--- src/rtl/circle_encoder_pkg.sv ---
// Shared definitions for the circle encoder and its consumers.
package circle_encoder_pkg;

    // Controller state encoding
    typedef enum logic [2:0] {
        ST_IDLE   = 3'd0,
        ST_LOAD   = 3'd1,
        ST_ROOT_B = 3'd2,
        ST_ROOT_C = 3'd3,
        ST_OUT    = 3'd4
    } state_t;

    // {x, y, r} packing of an encoded anchor: r is N+1 bits at the bottom,
    // then y (N bits), then x (N bits) at the top.
    localparam int R_LSB = 0;

    function automatic int unsigned y_lsb(input int unsigned n);
        return n + 1;
    endfunction

    function automatic int unsigned x_lsb(input int unsigned n);
        return 2 * n + 1;
    endfunction

    // Largest range value representable in an N-bit magnitude
    function automatic int unsigned sat_limit(input int unsigned n);
        return (32'd1 << n) - 32'd1;
    endfunction

endpackage

--- src/rtl/circle_encoder_isqrt_iter.sv ---
// Bit-serial restoring integer square root, one result bit per clock.
// load captures the radicand, start clears the partial root and begins
// R iterations; done is asserted during the cycle whose edge produces the
// final bit, and root_next carries the finished root in that cycle.
// A new load/start may coincide with that final edge.
module isqrt_iter
    import circle_encoder_pkg::*;
#(
    parameter int R = 10,
    parameter int W = 2 * R
) (
    input  logic         clk,
    input  logic         rst,
    input  logic         load,
    input  logic         start,
    input  logic [W-1:0] radicand,
    output logic [R-1:0] root_next,
    output logic         done
);

    localparam int CW = (R > 1) ? $clog2(R) : 1;

    logic [W-1:0]  op;
    logic [R:0]    rem;
    logic [R-1:0]  root;
    logic [CW-1:0] cnt;
    logic          active;

    logic [R+2:0]  rem_shift;
    logic [R+2:0]  trial;
    logic [R+2:0]  diff;
    logic          ge;
    logic [R:0]    rem_next;

    // One restoring step: bring down two radicand bits, try 4*root+1
    always_comb begin
        rem_shift = {rem, op[W-1 -: 2]};
        trial     = {1'b0, root, 2'b01};
        diff      = rem_shift - trial;
        ge        = (rem_shift >= trial);
        rem_next  = (R + 1)'(ge ? diff : rem_shift);
        root_next = {root[R-2:0], ge};
        done      = active && (cnt == '0);
    end

    // Iteration registers; cnt is a down-counter to terminal count zero
    always_ff @(posedge clk) begin
        if (rst) begin
            op     <= '0;
            rem    <= '0;
            root   <= '0;
            cnt    <= '0;
            active <= 1'b0;
        end else begin
            if (load) begin
                op <= radicand;
            end else if (active) begin
                op <= op << 2;
            end

            if (start) begin
                rem    <= '0;
                root   <= '0;
                cnt    <= CW'(R - 1);
                active <= 1'b1;
            end else if (active) begin
                rem  <= rem_next;
                root <= root_next;
                if (cnt == '0) begin
                    active <= 1'b0;
                end else begin
                    cnt <= cnt - 1'b1;
                end
            end
        end
    end

endmodule

--- src/rtl/circle_encoder.sv ---
// Encodes a point as its integer distances to two anchors B and C.
// Both distances go through one shared serial square-root engine.
//
// state      | meaning
// -----------+---------------------------------------------------------
// ST_IDLE    | waiting for start (ignored while done is still high)
// ST_LOAD    | latch inputs, feed B distance^2 to the root engine
// ST_ROOT_B  | N+2 root iterations for B; last edge feeds C to engine
// ST_ROOT_C  | N+2 root iterations for C
// ST_OUT     | clip, register outputs, pulse done
module circle_encoder
    import circle_encoder_pkg::*;
#(
    parameter int N = 8
) (
    input  logic           clk,
    input  logic           rst,
    input  logic           start,
    input  logic [2*N-1:0] pt_input,
    input  logic [2*N-1:0] b_anchor,
    input  logic [2*N-1:0] c_anchor,
    output logic [3*N:0]   g_output,
    output logic [3*N:0]   e_output,
    output logic           busy,
    output logic           done,
    output logic [1:0]     sat
);

    localparam int RB    = N + 2;
    localparam int W     = 2 * N + 4;
    localparam int X_LSB = int'(x_lsb(N));
    localparam int Y_LSB = int'(y_lsb(N));
    localparam logic [N+1:0] LIM = (N + 2)'(sat_limit(N));

    state_t         state;
    logic [2*N-1:0] pt_reg;
    logic [2*N-1:0] b_reg;
    logic [2*N-1:0] c_reg;
    logic [N+1:0]   rb_raw;
    logic [N+1:0]   rc_raw;

    logic [2*N-1:0] p_sel;
    logic [2*N-1:0] a_sel;
    logic signed [N:0]     dx;
    logic signed [N:0]     dy;
    logic signed [2*N+1:0] dx_ext;
    logic signed [2*N+1:0] dy_ext;
    logic [2*N+1:0] sq_x;
    logic [2*N+1:0] sq_y;
    logic [2*N+2:0] sum;
    logic [W-1:0]   radicand;

    logic           eng_kick;
    logic           eng_done;
    logic [RB-1:0]  root_next;

    function automatic logic [N:0] clip_r(input logic [N+1:0] r);
        return (r > LIM) ? LIM[N:0] : r[N:0];
    endfunction

    // Squared distance: B comes straight off the ports in LOAD, C from the latched copy
    always_comb begin
        if (state == ST_LOAD) begin
            p_sel = pt_input;
            a_sel = b_anchor;
        end else begin
            p_sel = pt_reg;
            a_sel = c_reg;
        end
        dx       = $signed({p_sel[2*N-1], p_sel[2*N-1:N]}) - $signed({a_sel[2*N-1], a_sel[2*N-1:N]});
        dy       = $signed({p_sel[N-1], p_sel[N-1:0]}) - $signed({a_sel[N-1], a_sel[N-1:0]});
        dx_ext   = {{(N+1){dx[N]}}, dx};
        dy_ext   = {{(N+1){dy[N]}}, dy};
        sq_x     = $unsigned(dx_ext * dx_ext);
        sq_y     = $unsigned(dy_ext * dy_ext);
        sum      = {1'b0, sq_x} + {1'b0, sq_y};
        radicand = {1'b0, sum};
        eng_kick = (state == ST_LOAD) || ((state == ST_ROOT_B) && eng_done);
    end

    isqrt_iter #(
        .R (RB),
        .W (W)
    ) u_isqrt (
        .clk       (clk),
        .rst       (rst),
        .load      (eng_kick),
        .start     (eng_kick),
        .radicand  (radicand),
        .root_next (root_next),
        .done      (eng_done)
    );

    // Sequencing FSM with registered outputs
    always_ff @(posedge clk) begin
        if (rst) begin
            state    <= ST_IDLE;
            busy     <= 1'b0;
            done     <= 1'b0;
            sat      <= 2'b00;
            g_output <= '0;
            e_output <= '0;
            pt_reg   <= '0;
            b_reg    <= '0;
            c_reg    <= '0;
            rb_raw   <= '0;
            rc_raw   <= '0;
        end else begin
            done <= 1'b0;
            case (state)
                ST_IDLE: begin
                    if (start && !done) begin
                        state <= ST_LOAD;
                        busy  <= 1'b1;
                    end
                end
                ST_LOAD: begin
                    pt_reg <= pt_input;
                    b_reg  <= b_anchor;
                    c_reg  <= c_anchor;
                    state  <= ST_ROOT_B;
                end
                ST_ROOT_B: begin
                    if (eng_done) begin
                        rb_raw <= root_next;
                        state  <= ST_ROOT_C;
                    end
                end
                ST_ROOT_C: begin
                    if (eng_done) begin
                        rc_raw <= root_next;
                        state  <= ST_OUT;
                    end
                end
                ST_OUT: begin
                    g_output[X_LSB +: N]     <= b_reg[2*N-1:N];
                    g_output[Y_LSB +: N]     <= b_reg[N-1:0];
                    g_output[R_LSB +: N + 1] <= clip_r(rb_raw);
                    e_output[X_LSB +: N]     <= c_reg[2*N-1:N];
                    e_output[Y_LSB +: N]     <= c_reg[N-1:0];
                    e_output[R_LSB +: N + 1] <= clip_r(rc_raw);
                    sat   <= {(rc_raw > LIM), (rb_raw > LIM)};
                    done  <= 1'b1;
                    busy  <= 1'b0;
                    state <= ST_IDLE;
                end
                default: begin
                    state <= ST_IDLE;
                    busy  <= 1'b0;
                end
            endcase
        end
    end

endmodule

--- config.mk ---
export PLATFORM = sky130hd
export DESIGN_NAME = circle_encoder
export DESIGN_NICKNAME = d
export VERILOG_FILES = /design/src/rtl/circle_encoder_pkg.sv /design/src/rtl/circle_encoder_isqrt_iter.sv /design/src/rtl/circle_encoder.sv
export SDC_FILE = /design/constraint.sdc
export NUM_CORES = 1
export LEC_CHECK = 0
export CORE_MARGIN = 1
export CORE_UTILIZATION = 50
export CTS_BUF_LIST = sky130_fd_sc_hd__clkbuf_2
export DETAILED_ROUTE_END_ITERATION = 8
export DONT_BUFFER_PORTS = 1
export MAX_ROUTING_LAYER = met4
export PLACE_DENSITY = 0.7
export SYNTH_ARGS = -nofsm -noshare
export SYNTH_HDL_FRONTEND = slang
export SYNTH_SLANG_ARGS = --single-unit
--- constraint.sdc ---
create_clock -name clk -period 23.3 [get_ports clk]
set_input_delay 2.33 -clock clk [delete_from_list [all_inputs] [get_ports clk]]
set_output_delay 2.33 -clock clk [all_outputs]
set_load 0.05 [all_outputs]
==> qor.yml <==
outcome:
  outcome: "completed"
worst_setup_path:
  r2r_slack_ns: 13.14
  worstPathBufferInverterCount: 6
  cp-start-kind: "flip-flop"
  end_kind: "flip-flop"
  reg2regPathDepth: 34
  worstPathRequired_ns: 24.00
  cpPeakStageDelay_ns: 0.70
  rr_startpoint: "state[2]"
  arrival_ns: 10.85
  crit_path_frequent_cell: "fa_1"
  slowest_stage: "dfxtp_1"
  r2r-end: "u_isqrt.op[16]"
  cpLargestDelayFamily: "adder cells"
  path_max_fanout: 48
  worstSetupPathType: "flip-flop to flip-flop"
final_layout:
  drive_gt1_frac: 0.0457
  fillers: 2595
  most-common-layout-cells: "261 x nand2_1, 190 x inv_1, 171 x dfxtp_1"
  finalNetCount: 1948
  layout_commonest_cell: "nand2_1"
  area_growth_pct: 3.18
  reg.largest.list: "e_output x25, g_output x25, u_isqrt.op x20"
  fin_area_um2: 14500
clocking:
  post_cts_resized: 0
  cts_tree: "done"
  cts_buffers: 17
  postCtsSetupBuffers: 0
  cts_hold_buffers: 0
  h-tree-depth: 4
  clock_latency_ns: 0.76
  clk_pin_slew_ns: 0.31
  cts-root-buf: "clkbuf_2"
  cts_buffer_depth: 2
  cts_num_sinks: 171
logic_synthesis:
  synth_ff_type: "dfxtp_1"
  yosysSeqAreaShare: 0.244
  async_flop_share: 0
  yosysWarnings: 0
  syn_inst: 1698
  synth.distinct_cells: 83
  avgSynthCellArea_um2: 8.27
  synth.ff_latch_count: 171
  netlist_area_um2: 14000
  syn-num-nets: 1996
  synth_edf_count: 0
floorplanning:
  die_y_um: 170
  chipWidth_um: 170
  start_util: 0.515
  fp-row-count: 60
  die-area_um2: 28800
  io_pins: 105
  core_area_um2: 27300
worst_hold_path:
  hold_path_end: "e_output[14]"
  worstHoldPathCells: 2
  min_from: "c_reg[5]"
  hold_class: "flip-flop to flip-flop"
timing:
  fmax_ghz: 0.0984
  hold_viol: 0
  rsz0062_at_grt: "no"
  slew_viol_final: 0
  setup_viol_count_final: 0
  whs_ns: 0.442
  clock_skew_ns: 0.0386
  period_needed_ns: 10.16
  fin_setup_tns_ns: 0
  relSlewSlack: 0.345
  worst_slew_pin_slew_ns: 0.976
  period_share: 0.436
global_routing:
  grt_max_degree: 147
  grt.total_usage: 0.232
  grt_pass1_wl_mm: 52.7
  antenna_found_initial: 1
  grt-ovfl-total: 0
  grt_pass1_vias: 10800
detailed_routing:
  ant_nets: 0
  vias: 11200
  drc: 0
  drtIter0Drc: 934
  viasPerCell: 5.48
  drt_pass1_iterations: 5
  wire_per_inst_um: 15.5
  routed_wl_mm: 31.6
place:
  numPortBuffers: 0
  dp_hpwl_mm: 24.2
  place_congestion: 0.911
  place_area_um2: 14200
flow_run:
  maxCapViolCount: 0
[cell usage after synthesis (6+ instances only)]
cell / number / area share
or3_1: 13 / 0.0058
o211ai_1: 6 / 0.0032
clkbuf_1: 55 / 0.015
fa_1: 119 / 0.17
and2_1: 18 / 0.0080
inv_1: 190 / 0.051
a31oi_1: 11 / 0.0049
a21o_1: 15 / 0.0080
o21a_1: 24 / 0.013
or2_2: 9 / 0.0040
a211oi_1: 16 / 0.0086
ha_1: 128 / 0.11
nand2_1: 261 / 0.070
mux2_2: 8 / 0.0064
o21ai_0: 30 / 0.011
a21oi_1: 139 / 0.050
nand2b_1: 13 / 0.0058
and3_1: 8 / 0.0036
nand4_1: 7 / 0.0031
dfxtp_1: 171 / 0.24
mux2i_1: 30 / 0.021
nand3_1: 27 / 0.0096
nor2b_1: 12 / 0.0053
buf_2: 8 / 0.0029
xor2_1: 7 / 0.0044
xnor2_1: 43 / 0.027
o31a_1: 7 / 0.0044
nor2_1: 157 / 0.042
nor3_1: 57 / 0.020
[stage by stage]
stage                     instances  setup WS (ns)  utilization
final                          2036          13.14        0.532
after global routing           2036          12.42        0.532
after CTS                      2035          13.18        0.532
after detailed placement       2003          12.42        0.522
after global placement         2003          12.61        0.522
after floorplan                1698          12.99            -
[metal layers]
layer	global-route usage	vias to the layer above	routed length [um]
met5	-	-	0
met4	0.0525	0	485
met3	0.0366	37	1530
met2	0.365	275	15000
met1	0.314	5303	14600
li1	-	5544	-
[worst max path at each step]
| stage | from | to | slack, ns | cells past startpoint |
|---|---|---|---|---|
| 4_1_cts | state[2] | u_isqrt.op[16] | 13.18 | 34 |
| 3_5_place_dp | pt_input[8] | u_isqrt.op[16] | 12.42 | 32 |
| 3_3_place_gp | pt_input[1] | u_isqrt.op[16] | 12.61 | 32 |
| 5_1_grt | state[2] | u_isqrt.op[15] | 12.42 | 34 |
| 6_report | state[2] | u_isqrt.op[16] | 13.14 | 34 |
| 2_1_floorplan | pt_input[1] | u_isqrt.op[16] | 12.99 | 32 |
[worst register-to-register path, delay by kind of cell (launching register included)]
family                     cells  cell delay (ns)
AOI/OAI and AO/OA             12             3.19
adders and majority gates      9             3.40
buffers and inverters          6             1.06
DFF                            1             0.70
muxes                          2             0.72
and+or+nand+nor                5             1.05
[logic make-up (layout without fill, tap and decap cells)]
group,count (synthesis),count (layout),synth area share
flops,171,171,0.244
buf+inv,271,236,0.0775
compound gates,318,318,0.147
mux,38,38,0.0278
other cells,0,1,0
fa+ha+maj,247,247,0.284
simple gates,603,603,0.190
xor+xnor,50,50,0.0312
[cell type report]
type                       instances  area, um^2  area share
timing repair buffer               8        60.1     0.00414
multi-input combinational       1256        9540       0.658
tap                              372         465      0.0321
sequential                       171        3420       0.236
clock buffer                      17        85.1     0.00587
clock inverter                    15         179      0.0123
inverter                         196         736      0.0508
antenna                            1        2.50    0.000173
Power is not shown: default switching activity piles up to over one toggle a cycle in this logic, so the estimate is an artifact.
